<file path="src/rtl/alu_seq.sv">
// Sequential ALU: one operation per valid/ready request, with registered result and flags.
// MUL runs as a WIDTH-cycle shift-add loop. All other ops finish in one cycle.
//
// state | meaning
// IDLE  | ready for a request
// MUL   | shift-add iterations in progress
// DONE  | result/flags just updated, valid_o high
module alu_seq #(
    parameter int WIDTH = 8
) (
    input  logic             clk_i,
    input  logic             rst_ni,
    input  logic             valid_i,
    output logic             ready_o,
    input  logic [2:0]       op_i,
    input  logic [WIDTH-1:0] x_i,
    input  logic [WIDTH-1:0] y_i,
    output logic [WIDTH-1:0] r_o,
    output logic             fz_o,
    output logic             fc_o,
    output logic             fn_o,
    output logic             fv_o,
    output logic             valid_o
);
    localparam int CW = $clog2(WIDTH + 1);

    localparam logic [2:0] OP_ADD = 3'b000;
    localparam logic [2:0] OP_SUB = 3'b001;
    localparam logic [2:0] OP_AND = 3'b010;
    localparam logic [2:0] OP_OR  = 3'b011;
    localparam logic [2:0] OP_XOR = 3'b100;
    localparam logic [2:0] OP_SHR = 3'b101;
    localparam logic [2:0] OP_SHL = 3'b110;
    localparam logic [2:0] OP_MUL = 3'b111;

    typedef enum logic [1:0] {
        S_IDLE = 2'd0,
        S_MUL  = 2'd1,
        S_DONE = 2'd2
    } state_t;

    state_t             state;
    logic [2*WIDTH-1:0] acc;
    logic [2*WIDTH-1:0] mcand;
    logic [WIDTH-1:0]   mplier;
    logic [CW-1:0]      cnt;

    logic [WIDTH:0]     sum_ext;
    logic [WIDTH-1:0]   alu_r;
    logic               alu_c;
    logic               alu_v;
    logic [2*WIDTH-1:0] acc_nxt;

    // Single-cycle ops are evaluated straight from the request inputs and
    // captured at the accept edge, which is the same as latching the operands.
    always_comb begin
        sum_ext = '0;
        alu_r   = '0;
        alu_c   = 1'b0;
        alu_v   = 1'b0;
        case (op_i)
            OP_ADD: begin
                sum_ext = {1'b0, x_i} + {1'b0, y_i};
                alu_r   = sum_ext[WIDTH-1:0];
                alu_c   = sum_ext[WIDTH];
                alu_v   = (x_i[WIDTH-1] == y_i[WIDTH-1]) && (alu_r[WIDTH-1] != x_i[WIDTH-1]);
            end
            OP_SUB: begin
                sum_ext = {1'b0, x_i} - {1'b0, y_i};
                alu_r   = sum_ext[WIDTH-1:0];
                alu_c   = (x_i < y_i);
                alu_v   = (x_i[WIDTH-1] != y_i[WIDTH-1]) && (alu_r[WIDTH-1] != x_i[WIDTH-1]);
            end
            OP_AND: alu_r = x_i & y_i;
            OP_OR:  alu_r = x_i | y_i;
            OP_XOR: alu_r = x_i ^ y_i;
            OP_SHR: begin
                alu_r = x_i >> 1;
                alu_c = x_i[0];
            end
            OP_SHL: begin
                alu_r = x_i << 1;
                alu_c = x_i[WIDTH-1];
            end
            default: begin
                alu_r = '0;
            end
        endcase
    end

    assign acc_nxt = mplier[0] ? (acc + mcand) : acc;

    always_ff @(posedge clk_i or negedge rst_ni) begin
        if (!rst_ni) begin
            state   <= S_IDLE;
            ready_o <= 1'b1;
            valid_o <= 1'b0;
            r_o     <= '0;
            fz_o    <= 1'b0;
            fc_o    <= 1'b0;
            fn_o    <= 1'b0;
            fv_o    <= 1'b0;
            acc     <= '0;
            mcand   <= '0;
            mplier  <= '0;
            cnt     <= '0;
        end else begin
            valid_o <= 1'b0;
            case (state)
                S_IDLE: begin
                    if (valid_i && ready_o) begin
                        ready_o <= 1'b0;
                        if (op_i == OP_MUL) begin
                            acc    <= '0;
                            mcand  <= {{WIDTH{1'b0}}, x_i};
                            mplier <= y_i;
                            cnt    <= CW'(WIDTH);
                            state  <= S_MUL;
                        end else begin
                            r_o     <= alu_r;
                            fz_o    <= (alu_r == '0);
                            fc_o    <= alu_c;
                            fn_o    <= alu_r[WIDTH-1];
                            fv_o    <= alu_v;
                            valid_o <= 1'b1;
                            state   <= S_DONE;
                        end
                    end
                end
                S_MUL: begin
                    acc    <= acc_nxt;
                    mcand  <= mcand << 1;
                    mplier <= mplier >> 1;
                    cnt    <= cnt - CW'(1);
                    // Terminal count: this edge performs the last iteration.
                    if (cnt == CW'(1)) begin
                        r_o     <= acc_nxt[WIDTH-1:0];
                        fz_o    <= (acc_nxt[WIDTH-1:0] == '0);
                        fc_o    <= |acc_nxt[2*WIDTH-1:WIDTH];
                        fn_o    <= acc_nxt[WIDTH-1];
                        fv_o    <= 1'b0;
                        valid_o <= 1'b1;
                        state   <= S_DONE;
                    end
                end
                S_DONE: begin
                    ready_o <= 1'b1;
                    state   <= S_IDLE;
                end
                default: begin
                    ready_o <= 1'b1;
                    state   <= S_IDLE;
                end
            endcase
        end
    end
endmodule

</file>
<file path="config.mk">
export PLATFORM = sky130hd
export DESIGN_NAME = alu_seq
export DESIGN_NICKNAME = d
export VERILOG_FILES = /design/src/rtl/alu_seq.sv
export SDC_FILE = /design/constraint.sdc
export NUM_CORES = 1
export LEC_CHECK = 0
export CORE_MARGIN = 10
export CORE_UTILIZATION = 35
export CTS_BUF_LIST = sky130_fd_sc_hd__clkbuf_8
export CTS_CLUSTER_SIZE = 30
export DETAILED_ROUTE_END_ITERATION = 10
export PLACE_DENSITY = 0.62
export SLEW_MARGIN = 15
export SYNTH_ARGS = -nofsm -noshare
export SYNTH_HDL_FRONTEND = slang
export SYNTH_SLANG_ARGS = --single-unit
</file>
<file path="constraint.sdc">
create_clock -name clk_i -period 3.2 [get_ports clk_i]
set_input_delay 0.8 -clock clk_i [delete_from_list [all_inputs] [get_ports clk_i]]
set_output_delay 0.8 -clock clk_i [all_outputs]
set_load 0.02 [all_outputs]
</file>
# [Word-level counts from Yosys, hierarchy flattened]
# Index checks and enable logic that the tools add are counted.
# Widths: inputs -> output; s select.
[word_totals] reg_bits=60 latch_bits=0 mem_bits_rw=0 romBits=0 inputBits=22 output_inout_bits=14 wordCells=97 n_memories=0
[op_classes] n_addsub=4 multipliers=0 n_div=0 n_lt_le_gt_ge=1 eq_ne=17 n_shift=0 mux=46 bitwise_logic=4 n_reduce_logical=13
[ops] operator="$mux 16" n=5
[ops] operator="$pmux 16 s2" n=2
[ops] operator="$pmux 8 s7" n=1
[ops] operator="$mux 8" n=5
[ops] operator="$pmux 8 s2" n=2
[ops] operator="$add 16x16->16" n=1
[ops] operator="$logic_not 8->1" n=2
[ops] operator="$mux 1" n=16
[ops] operator="$pmux 1 s2" n=7
[ops] operator="$eq 3x3->1 const B" n=4
[ops] operator="$add 8x8->9" n=1
[ops] operator="$and 8x8->8" n=1
[ops] operator="$lt 8x8->1" n=1
[ops] operator="$mux 4" n=2
[ops] operator="$ne 2x2->1 const B" n=4
[ops] operator="$or 8x8->8" n=1
[ops] operator="$pmux 4 s2" n=1
[ops] operator="$reduce_or 8->1" n=1
[ops] operator="$sub 8x8->8" n=1
[ops] operator="$xor 8x8->8" n=1
[ops] operator="$eq 3x2->1 const B" n=2
[ops] operator="$mux 2" n=3
[ops] operator="$eq 4x1->1 const B" n=1
[ops] operator="$pmux 1 s4" n=1
[ops] operator="other kinds (14)" n=19

# [Depth between registers and ports, before layout]
# Gate-level depths: netlist of run 1.
[depth] depth_word=7 mapped_depth=11 mapped_depth_nobuf=11

# [Worst setup path after synthesis of run 1]
# No wires, ideal clock.
[synth_path] kind="input to register" start="input x_i[0]" end="register r_o[6]" setup_time_ns=0.076 t_arrival_ns=2.832 required_time_ns=3.124 slack_ns=0.292 path_stages=10 n_path_buf=0 path_cell_list="ha_1 > fa_1 > a21o_1 > a311o_1 > o211ai_1 > xnor2_1 > o21ai_0 > a22o_1 > mux2_2 > o21ai_1"
[synth_between] elab_chain_len=5 word_cells_on_any_way=6 cone_classes="add/sub (2); mux (4)"
[synth_lines] item="start, declared" line="16" text="input logic [WIDTH-1:0] x_i,"
[synth_lines] item="$sub 8x8->8 / $add 8x8->9 (equally long branches)" line="69, 63"
[synth_lines] item="$pmux 8 s7 *" line="61" text="case (op_i)"
[synth_lines] item="$mux 8 *" line="113" text="if (op_i == OP_MUL) begin"
[synth_lines] item="$mux 8 *" line="111" text="if (valid_i && ready_o) begin"
[synth_lines] item="$pmux 8 s2 *" line="109" text="case (state)"
[synth_lines] item="end signal, assigned" line="120" text="r_o <= alu_r;"
[synth_lines] item="end signal, assigned" line="137" text="r_o <= acc_nxt[WIDTH-1:0];"
[synth_lines] item="end, declared" line="18" text="output logic [WIDTH-1:0] r_o,"
# Every way passes the cells marked *; elsewhere a longest branch is shown, timed or not. The select of a mux whose other input is x is not followed.
# A chain may end at the register's enable or synchronous reset.

# [Worst setup path after layout of run 1]
[layout_path] start="input y_i[3]" end="register fc_o"
[layout_between] elab_chain_len=5 word_cells_on_any_way=6 cone_classes="add/sub (1); order compare (1); mux (4)"
[layout_lines] item="start, declared" line="17" text="input logic [WIDTH-1:0] y_i,"
[layout_lines] item="$add 8x8->9 / $lt 8x8->1 (equally long branches)" line="63, 71"
[layout_lines] item="$pmux 1 s4 *" line="61"
[layout_lines] item="$mux 1 *" line="113"
[layout_lines] item="$mux 1 *" line="111"
[layout_lines] item="$pmux 1 s2 *" line="109"
[layout_lines] item="end signal, assigned" line="122" text="fc_o <= alu_c;"
[layout_lines] item="end signal, assigned" line="139" text="fc_o <= |acc_nxt[2*WIDTH-1:WIDTH];"
[layout_lines] item="end, declared" line="20" text="output logic fc_o,"
# Marks and branches as above.

==> flow_summary.yaml, run 1 <==
run_status:
  outcome: "complete, no violations"
placed_design:
  place.gp.congestion: 0.932
  dp.cells: 817
  place_hpwl_um: 10500
  pre_cts_slack_ns: -0.442
  place_area_um2: 5710
  port_buffers: 35
clocking:
  clkSinkCount: 59
  numCtsBuffers: 9
  postCtsHoldBufs: 0
  clk-insertion-delay-late_ns: 0.35
  root_buffer: "clkbuf_8"
  cts_buffer_depth: 2
  cts_tree: "done"
  clk_pin_slew_ns: 0.07
  htreeDepth: 3
power_and_ir_drop:
  power_density_nw_per_um2: 811
  internal-power_mw: 2.69
  comb_power_share_pct: 56.0
  ir_worst_vdd_uv: 266
  totalPowerFinal_mw: 4.87
  p_clk_share_pct: 14.3
  p_switching_mw: 2.17
  seqPwrFrac_pct: 29.7
  p_leak_nw: 2.77
  swShare_pct: 44.7
critical_path:
  cp-end-kind: "register"
  r2r_cells: 10
  slowest_delay_ns: 0.52
  required_ns: 3.47
  regToRegStartpoint: "mcand[0]"
  cpMaxStageDelayCell: "ha_1"
  worst-path-buf-inv: 2
  cp.depth: 11
  arrival_ns: 3.39
  startpoint_type: "primary input"
  critPathMaxFanout: 10
  crit_family: "compound AO/OA/AOI/OAI gates"
  worstSetupStartpoint: "y_i[3]"
  worstSetupPathType: "primary input to register"
  crit_chain: "clkdlybuf4s50_1 > inv_1 > ha_1 > nor2b_1 > o311ai_0 > nand3_1 > a21oi_1 > a221oi_2 > and2_1 > and4_1 > a41oi_2"
drt:
  top_layer_used: "met4"
  vias: 4575
  first_pass_iters: 5
  postRouteWirelength_um: 13700
  met1_length_um: 6310
  drtIter0Drc: 387
  wl_met3_um: 536
  met2_length_um: 6570
  ant_nets: 0
  drc_errors: 0
  wl_per_cell_um: 16.4
  vias_per_cell: 5.49
timing:
  period_share_pct: 97.6
  fmax_mhz: 320
  slew_violations: 0
  timing.final.hold_violations: 0
  tns_ns: 0
  setup_viol: 0
  fin_crit_ns: 3.12
  tightest_slew_ns: 1.14
  fin_ws_ns: 0.0777
  clock_skew_ns: 0.0191
  holdWs_ns: 0.452
  slew_headroom_pct: 23.9
layout:
  area_growth_pct: 24.1
  final_cell_mix: "nand2_1, buf_4, dfrtp_1"
  final_common_cell: "nand2_1"
  diodes: 0
  final_cells: 834
  postLayoutCellArea_um2: 6000
  post-route-util_pct: 44.8
  nNetsFinal: 719
  final_layout_size_suffix_gt1_share_pct: 17.8
grt:
  grt_max_degree: 48
  first_global_vias: 4573
  grt_overflow: 0
  grt_pass1_wl_um: 22700
  grt_usage_pct: 14.7
  antenna_found_initial: 0
logic_synthesis:
  synthArstFlopShare_pct: 100
  netlist_instances: 581
  synth-seq-area-share_pct: 30.6
  synthFlopType: "dfrtp_1"
  syn_avg_cell_area_um2: 8.32
  synth_area_um2: 4830
  synthesis.nets: 647
  synth_cell_types: 64
  synth_edf_count: 0
  yosys_warnings: 0
  ys_ff_latch: 59
run:
  drv_cap: 0
floorplan:
  fp.coreArea_um2: 13400
  io_pins: 36
  die_area_um2: 18900
  initial_utilization_pct: 36.1
  die_y_um: 138
  dieWidth_um: 138
  rows: 42
worst_hold_path:
  hold_class: "primary input to async pin"
[flip-flops by register name (all words and copies together) (netlist names), 2 cells and up]
name and count:
mcand 16, r_o 8, acc 16, cnt 4, mplier 8, state 2
[power groups by stage]
stage	Sequential [mW]	Clock, mW	Combinational [mW]
after global placement	1.44	0	2.60
after CTS	1.45	0.704	2.69
after global routing	1.50	0.741	3.04
after floorplan	1.38	0	1.95
final	1.45	0.694	2.73
after detailed placement	1.46	0	2.67
[cell usage after synthesis (3+ instances only)]
library cell	number	area, um^2
a31oi_1	6	37.5
o22ai_1	13	81.3
o21bai_1	5	37.5
a22o_1	5	43.8
nor4_1	3	18.8
nor3b_1	3	22.5
nand3_1	7	35.0
buf_1	3	11.3
mux2_2	4	45.0
buf_2	13	65.1
o2111ai_1	3	26.3
a21oi_1	43	215
a311oi_1	3	26.3
o211ai_1	6	45.0
fa_1	3	60.1
nor2b_1	7	43.8
a211oi_1	4	30.0
o21ai_0	51	255
a211oi_2	3	37.5
ha_1	41	513
nand3b_1	4	30.0
a22oi_1	6	45.0
dfrtp_1	58	1450
nor2_1	40	150
nor3_1	14	70.1
and2_1	5	31.3
or2_2	3	18.8
a32oi_1	3	26.3
nand2_1	71	267
xor2_1	4	35.0
clkbuf_1	20	75.1
xnor2_1	15	131
mux2i_1	19	190
a21o_1	16	120
inv_1	29	109
o21ai_1	7	35.0
[layout make-up]
type / count / area, um^2
Clock inverter: 6 / 58.8
Clock buffer: 10 / 138
Timing Repair Buffer: 98 / 828
Tap cell: 176 / 220
Fill cell: 1335 / 7400
Multi-Input combinational cell: 452 / 3150
Sequential cell: 59 / 1480
Inverter: 33 / 124
[cell families (layout without fill, tap and decap cells)]
group / Yosys count / in the layout / share of synthesized area, %
xor+xnor: 19 / 19 / 3.44
simple gates: 168 / 168 / 15.9
buf+inv: 70 / 147 / 5.85
compound gates: 196 / 196 / 26.6
mux: 25 / 25 / 5.80
flops: 59 / 59 / 30.6
fa+ha+maj: 44 / 44 / 11.9
[path summary, 6_finish.rpt]
check / end / slack, ns
setup / recovery: fc_o / 0.08
hold / removal: mcand[12] / 0.45
setup reg to reg: fc_o / 0.15
hold reg to reg: r_o[2] / 0.48
max in group asynchronous: fv_o / 2.12
min in group clk_i: r_o[2] / 0.48
[layer usage]
layer,up-vias,global-route usage [%]
li1,2237,-
met1,2203,19.5
met2,113,24.1
met3,22,2.18
met4,0,4.16
met5,-,0
[repair_timing]
item                       4_1_cts  5_1_grt
setup endpoints to repair        2        5
buffers inserted                 0        1
resized for setup                2       18
pin swaps                        1       13
No activity file was read; power rests on OpenSTA's default activity.
==> inputs of run 2 (changes only) <==
--- a/config.mk
+++ b/config.mk
@@ -7,7 +7,7 @@
 export LEC_CHECK = 0
 export CORE_MARGIN = 10
 export CORE_UTILIZATION = 35
-export CTS_BUF_LIST = sky130_fd_sc_hd__clkbuf_8
+export CTS_BUF_LIST = sky130_fd_sc_hd__clkbuf_16
 export CTS_CLUSTER_SIZE = 30
 export DETAILED_ROUTE_END_ITERATION = 10
 export PLACE_DENSITY = 0.62
==> run 2 against run 1 <==
Power grew 5.4%; global-route usage grew 0.21 points; clock skew shrank 0.0087 ns; utilization grew 0.73 points; hold slack gained 0.030 ns; register-to-register slack gained 0.06 ns; first-iteration DRC count shrank 4.7%; routed wire length grew 1.0%; non-clock buffer count shrank 1; critical path type unchanged; critical endpoint is now r_o[6]; largest cell class unchanged.
==> flow_summary.yaml, run 2 (synthesis results as in run 1) <==
floorplan:
  fp.coreArea_um2: 13400
  rows: 42
  dieWidth_um: 138
  die_y_um: 138
  io_pins: 36
  die_area_um2: 18900
  initial_utilization_pct: 36.1
layout:
  postLayoutCellArea_um2: 6100
  reg_top3: "acc x16, mcand x16"
  area_growth_pct: 26.1
  diodes: 0
  final_cell_mix: "nand2_1, buf_4, dfrtp_1"
  final_layout_size_suffix_gt1_share_pct: 18.0
  final_common_cell: "nand2_1"
  nNetsFinal: 718
drt:
  first_pass_iters: 5
  wl_met3_um: 440
  postRouteWirelength_um: 13800
  vias: 4537
  wl_per_cell_um: 16.6
  top_layer_used: "met4"
  drc_errors: 0
  ant_nets: 0
  vias_per_cell: 5.45
  met2_length_um: 6810
  drtIter0Drc: 369
  met1_length_um: 6330
critical_path:
  worstSetupStartpoint: "x_i[1]"
  worstSetupPathType: "primary input to register"
  cp-end-kind: "register"
  startpoint_type: "primary input"
  required_ns: 3.45
  critPathMaxFanout: 3
  regToRegStartpoint: "mcand[0]"
  arrival_ns: 3.37
clocking:
  clk-insertion-delay-late_ns: 0.33
  cts_tree: "done"
  htreeDepth: 3
  clkSinkCount: 59
  numCtsBuffers: 9
  root_buffer: "clkbuf_16"
  clk_pin_slew_ns: 0.06
  cts_buffer_depth: 2
worst_hold_path:
  hold_class: "primary input to async pin"
power_and_ir_drop:
  comb_power_share_pct: 53.4
  swShare_pct: 43.1
  internal-power_mw: 2.91
  totalPowerFinal_mw: 5.13
  p_leak_nw: 2.79
  seqPwrFrac_pct: 28.4
  p_clk_share_pct: 18.3
  ir_worst_vdd_uv: 312
  p_switching_mw: 2.21
  power_density_nw_per_um2: 841
timing:
  slew_headroom_pct: 21.9
  fmax_mhz: 320
  timing.final.hold_violations: 0
  period_share_pct: 97.7
  clock_skew_ns: 0.0103
  setup_viol: 0
  fin_crit_ns: 3.13
  tns_ns: 0
  holdWs_ns: 0.482
  tightest_slew_ns: 1.17
  slew_violations: 0
  rsz0062_at_grt: "yes"
placed_design:
  place_area_um2: 5710
  place.gp.congestion: 0.932
  place_hpwl_um: 10500
  port_buffers: 35
grt:
  first_global_vias: 4617
  grt_pass1_wl_um: 23000
  antenna_found_initial: 0
  grt_overflow: 0
  grt_max_degree: 48
  grt_usage_pct: 14.9
run:
  drv_cap: 0
run_status:
  outcome: "complete, no violations"
## run 2: power groups by stage
stage          combinational (mW)  clock (mW)  sequential, mW
6_report                     2.74       0.936            1.45
5_1_grt                      3.05       0.990            1.51
4_1_cts                      2.70       0.950            1.45
3_5_place_dp                 2.67           0            1.46
3_3_place_gp                 2.60           0            1.44
2_1_floorplan                1.95           0            1.38
## run 2: worst paths after layout
kind                            depth (start not counted)  slack, ns         to
worst min register to register                          2       0.48     r_o[2]
min in group clk_i                                      2       0.48     r_o[2]
worst max register to register                         10       0.21       fc_o
worst min-delay path                                    1       0.48  mcand[12]
worst max-delay path                                   12       0.07     r_o[6]
max in group asynchronous                               2       2.10       fv_o
## run 2: critical path: stages
cell             delay [ns]
clkdlybuf4s50_1        0.49
inv_1                  0.09
buf_4                  0.17
fa_2                   0.41
nor3_4                 0.14
nor3_1                 0.10
o21bai_1               0.22
mux2i_1                0.23
nand3_1                0.11
a22o_1                 0.21
mux2_2                 0.28
o21ai_2                0.12
## run 2: timing repair
item                                    in CTS  in global routing
gates cloned                                 0                  0
endpoints found under the setup margin       3                  5
pin swaps                                    3                 14
resized for setup                            7                 15
buffers inserted                             0                  0
hold buffers                                 0                  0
## run 2: cell type report
class	count	area (um^2)
Sequential cell	59	1480
Inverter	33	124
Clock inverter	7	62.6
Multi-Input combinational cell	452	3170
Timing Repair Buffer	97	818
Fill cell	1318	7300
Tap cell	176	220
Clock buffer	9	225
## run 2: metrics by stage
stage | cells | setup slack [ns] | util (%)
final | 833 | 0.0748 | 45.5
after CTS | 833 | -0.00928 | 44.9
after global placement | 817 | -0.355 | 42.6
after global routing | 833 | -0.0178 | 45.5
after detailed placement | 817 | -0.442 | 42.6
after floorplan | 581 | 0.292 | -
## run 2: per-layer routing
metal,GRT usage [%],vias to the layer above
met1,19.5,2190
li1,-,2236
met3,2.04,18
met2,24.8,93
met5,0,-
met4,4.63,0
==> inputs of run 3 (changes only) <==
--- a/config.mk
+++ b/config.mk
@@ -5,7 +5,7 @@
 export SDC_FILE = /design/constraint.sdc
 export NUM_CORES = 1
 export LEC_CHECK = 0
-export CORE_MARGIN = 10
+export CORE_MARGIN = 2
 export CORE_UTILIZATION = 35
 export CTS_BUF_LIST = sky130_fd_sc_hd__clkbuf_16
 export CTS_CLUSTER_SIZE = 30
==> run 3 against run 2 <==
Register-to-register slack improved by 0.02 ns; count of clock-buffer cells in the layout unchanged; via count decreased by 0.66%; maximum frequency increased by 0.89%; largest power group unchanged; highest routed layer unchanged.
==> flow_summary.yaml, run 3 (synthesis results as in run 1) <==
power_and_ir_drop:
  totalPowerFinal_mw: 5.26
  ir_worst_vdd_uv: 325
  power_density_nw_per_um2: 856
  p_leak_nw: 2.81
timing:
  clock_skew_ns: 0.0129
  fin_crit_ns: 3.10
  tns_ns: 0
  slew_violations: 0
  setup_viol: 0
  slew_headroom_pct: 48.5
  fin_ws_ns: 0.102
  timing.final.hold_violations: 0
  tightest_slew_ns: 0.772
  fmax_mhz: 323
  period_share_pct: 96.8
drt:
  first_pass_iters: 4
  wl_per_cell_um: 16.1
  postRouteWirelength_um: 13400
  ant_nets: 0
  drc_errors: 0
  drtIter0Drc: 227
  vias: 4507
  vias_per_cell: 5.40
floorplan:
  dieWidth_um: 122
  io_pins: 36
  die_y_um: 122
  fp.coreArea_um2: 13300
  die_area_um2: 14800
  rows: 42
  initial_utilization_pct: 36.2
critical_path:
  worstSetupPathType: "primary input to register"
  regToRegStartpoint: "mcand[0]"
  startpoint_type: "primary input"
  required_ns: 3.45
  crit_family: "buffers and inverters"
  cp-end-kind: "register"
  cpMaxStageDelayCell: "clkdlybuf4s50_1"
  crit_chain: "clkdlybuf4s50_1 > buf_4 > ha_2 > fa_2 > nor3_4 > nor3_2 > o21bai_1 > mux2i_1 > nand3_1 > a22o_1 > mux2_2 > o21ai_1"
  worst-path-buf-inv: 2
  worstSetupStartpoint: "y_i[0]"
  arrival_ns: 3.35
  slowest_delay_ns: 0.43
  critPathMaxFanout: 2
grt:
  antenna_found_initial: 0
  first_global_vias: 4472
  grt_overflow: 0
  grt_max_degree: 41
  grt_pass1_wl_um: 22100
  grt_usage_pct: 18.7
clocking:
  numCtsBuffers: 9
  cts_buffer_depth: 2
  root_buffer: "clkbuf_16"
  clk_pin_slew_ns: 0.06
  clkSinkCount: 59
  clk-insertion-delay-late_ns: 0.33
  cts_tree: "done"
  htreeDepth: 3
  postCtsHoldBufs: 0
run:
  drv_cap: 0
layout:
  final_common_cell: "nand2_1"
  final_cell_mix: "nand2_1, buf_4, dfrtp_1"
  diodes: 0
  post-route-util_pct: 46.0
  area_growth_pct: 27.0
  nNetsFinal: 719
  final_layout_size_suffix_gt1_share_pct: 18.1
  reg_top3: "acc x16, mcand x16"
  postLayoutCellArea_um2: 6140
placed_design:
  place.gp.congestion: 0.944
  place_hpwl_um: 10100
  port_buffers: 35
  place_area_um2: 5720
  pre_cts_slack_ns: -0.406
run_status:
  outcome: "complete, no violations"
worst_hold_path:
  hold_start: "r_o[2]"
  hold_class: "register to register"
## run 3: cell count changes in the layout (fill, tap and decap cells not counted), moves of 2 or more
cell / before / now
inv_6: 0 / 2
o21ai_2: 3 / 1
o21ai_1: 4 / 7
inv_1: 30 / 28
## run 3: per-layer routing
metal  vias up  routed length [um]  GRT usage (%)
li1       2234                   -              -
met1      2176                6400           25.3
met2        83                6400           30.5
met3        14                 410           3.20
met4         0                 233           5.82
met5         -                   0              0
## run 3: final cells by class
type	instances	area (um^2)
Clock buffer	9	225
Clock inverter	7	98.8
Fill cell	1305	7210
Inverter	33	124
Multi-Input combinational cell	452	3160
Sequential cell	59	1480
Tap cell	176	220
Timing Repair Buffer	98	833
## run 3: worst paths after layout
path | depth (start not counted) | slack (ns) | end
worst max-delay path | 12 | 0.10 | r_o[6]
worst min register to register | 2 | 0.48 | r_o[2]
worst min-delay path | 2 | 0.48 | r_o[2]
min in group asynchronous | 1 | 0.54 | mcand[10]
max in group asynchronous | 2 | 1.95 | r_o[6]
worst max register to register | 10 | 0.23 | fc_o
## run 3: worst register-to-register path, stage by stage, from the launching register on
cell      delay [ns]
dfrtp_1         0.42
ha_1            0.26
fa_1            0.46
a211oi_2        0.32
o21bai_1        0.14
a211o_1         0.31
a31oi_1         0.19
xnor2_1         0.11
mux2i_2         0.26
and4_1          0.25
a41oi_2         0.10
## run 3: power by group
part	total, mW	internal [mW]	leakage (nW)	switching, mW
combinational	2.77	1.24	1.90	1.53
clock	1.07	0.687	0.158	0.384
sequential	1.41	1.08	0.745	0.328
total	5.26	3.01	2.81	2.24
## run 3: per-stage QoR
| stage | hold WS (ns) | std cells |
|---|---|---|
| after CTS | 0.486 | 833 |
| after global routing | 0.505 | 834 |
| after detailed placement | 0.474 | 817 |
| final | 0.479 | 834 |
| after global placement | 0.463 | 817 |
| after floorplan | 0.473 | 581 |
## run 3: timing repair
| action | 4_1_cts | 5_1_grt |
|---|---|---|
| pin swaps | 1 | 12 |
| gates resized for setup | 2 | 18 |
| setup endpoints to repair | 3 | 9 |
| buffers inserted | 0 | 1 |
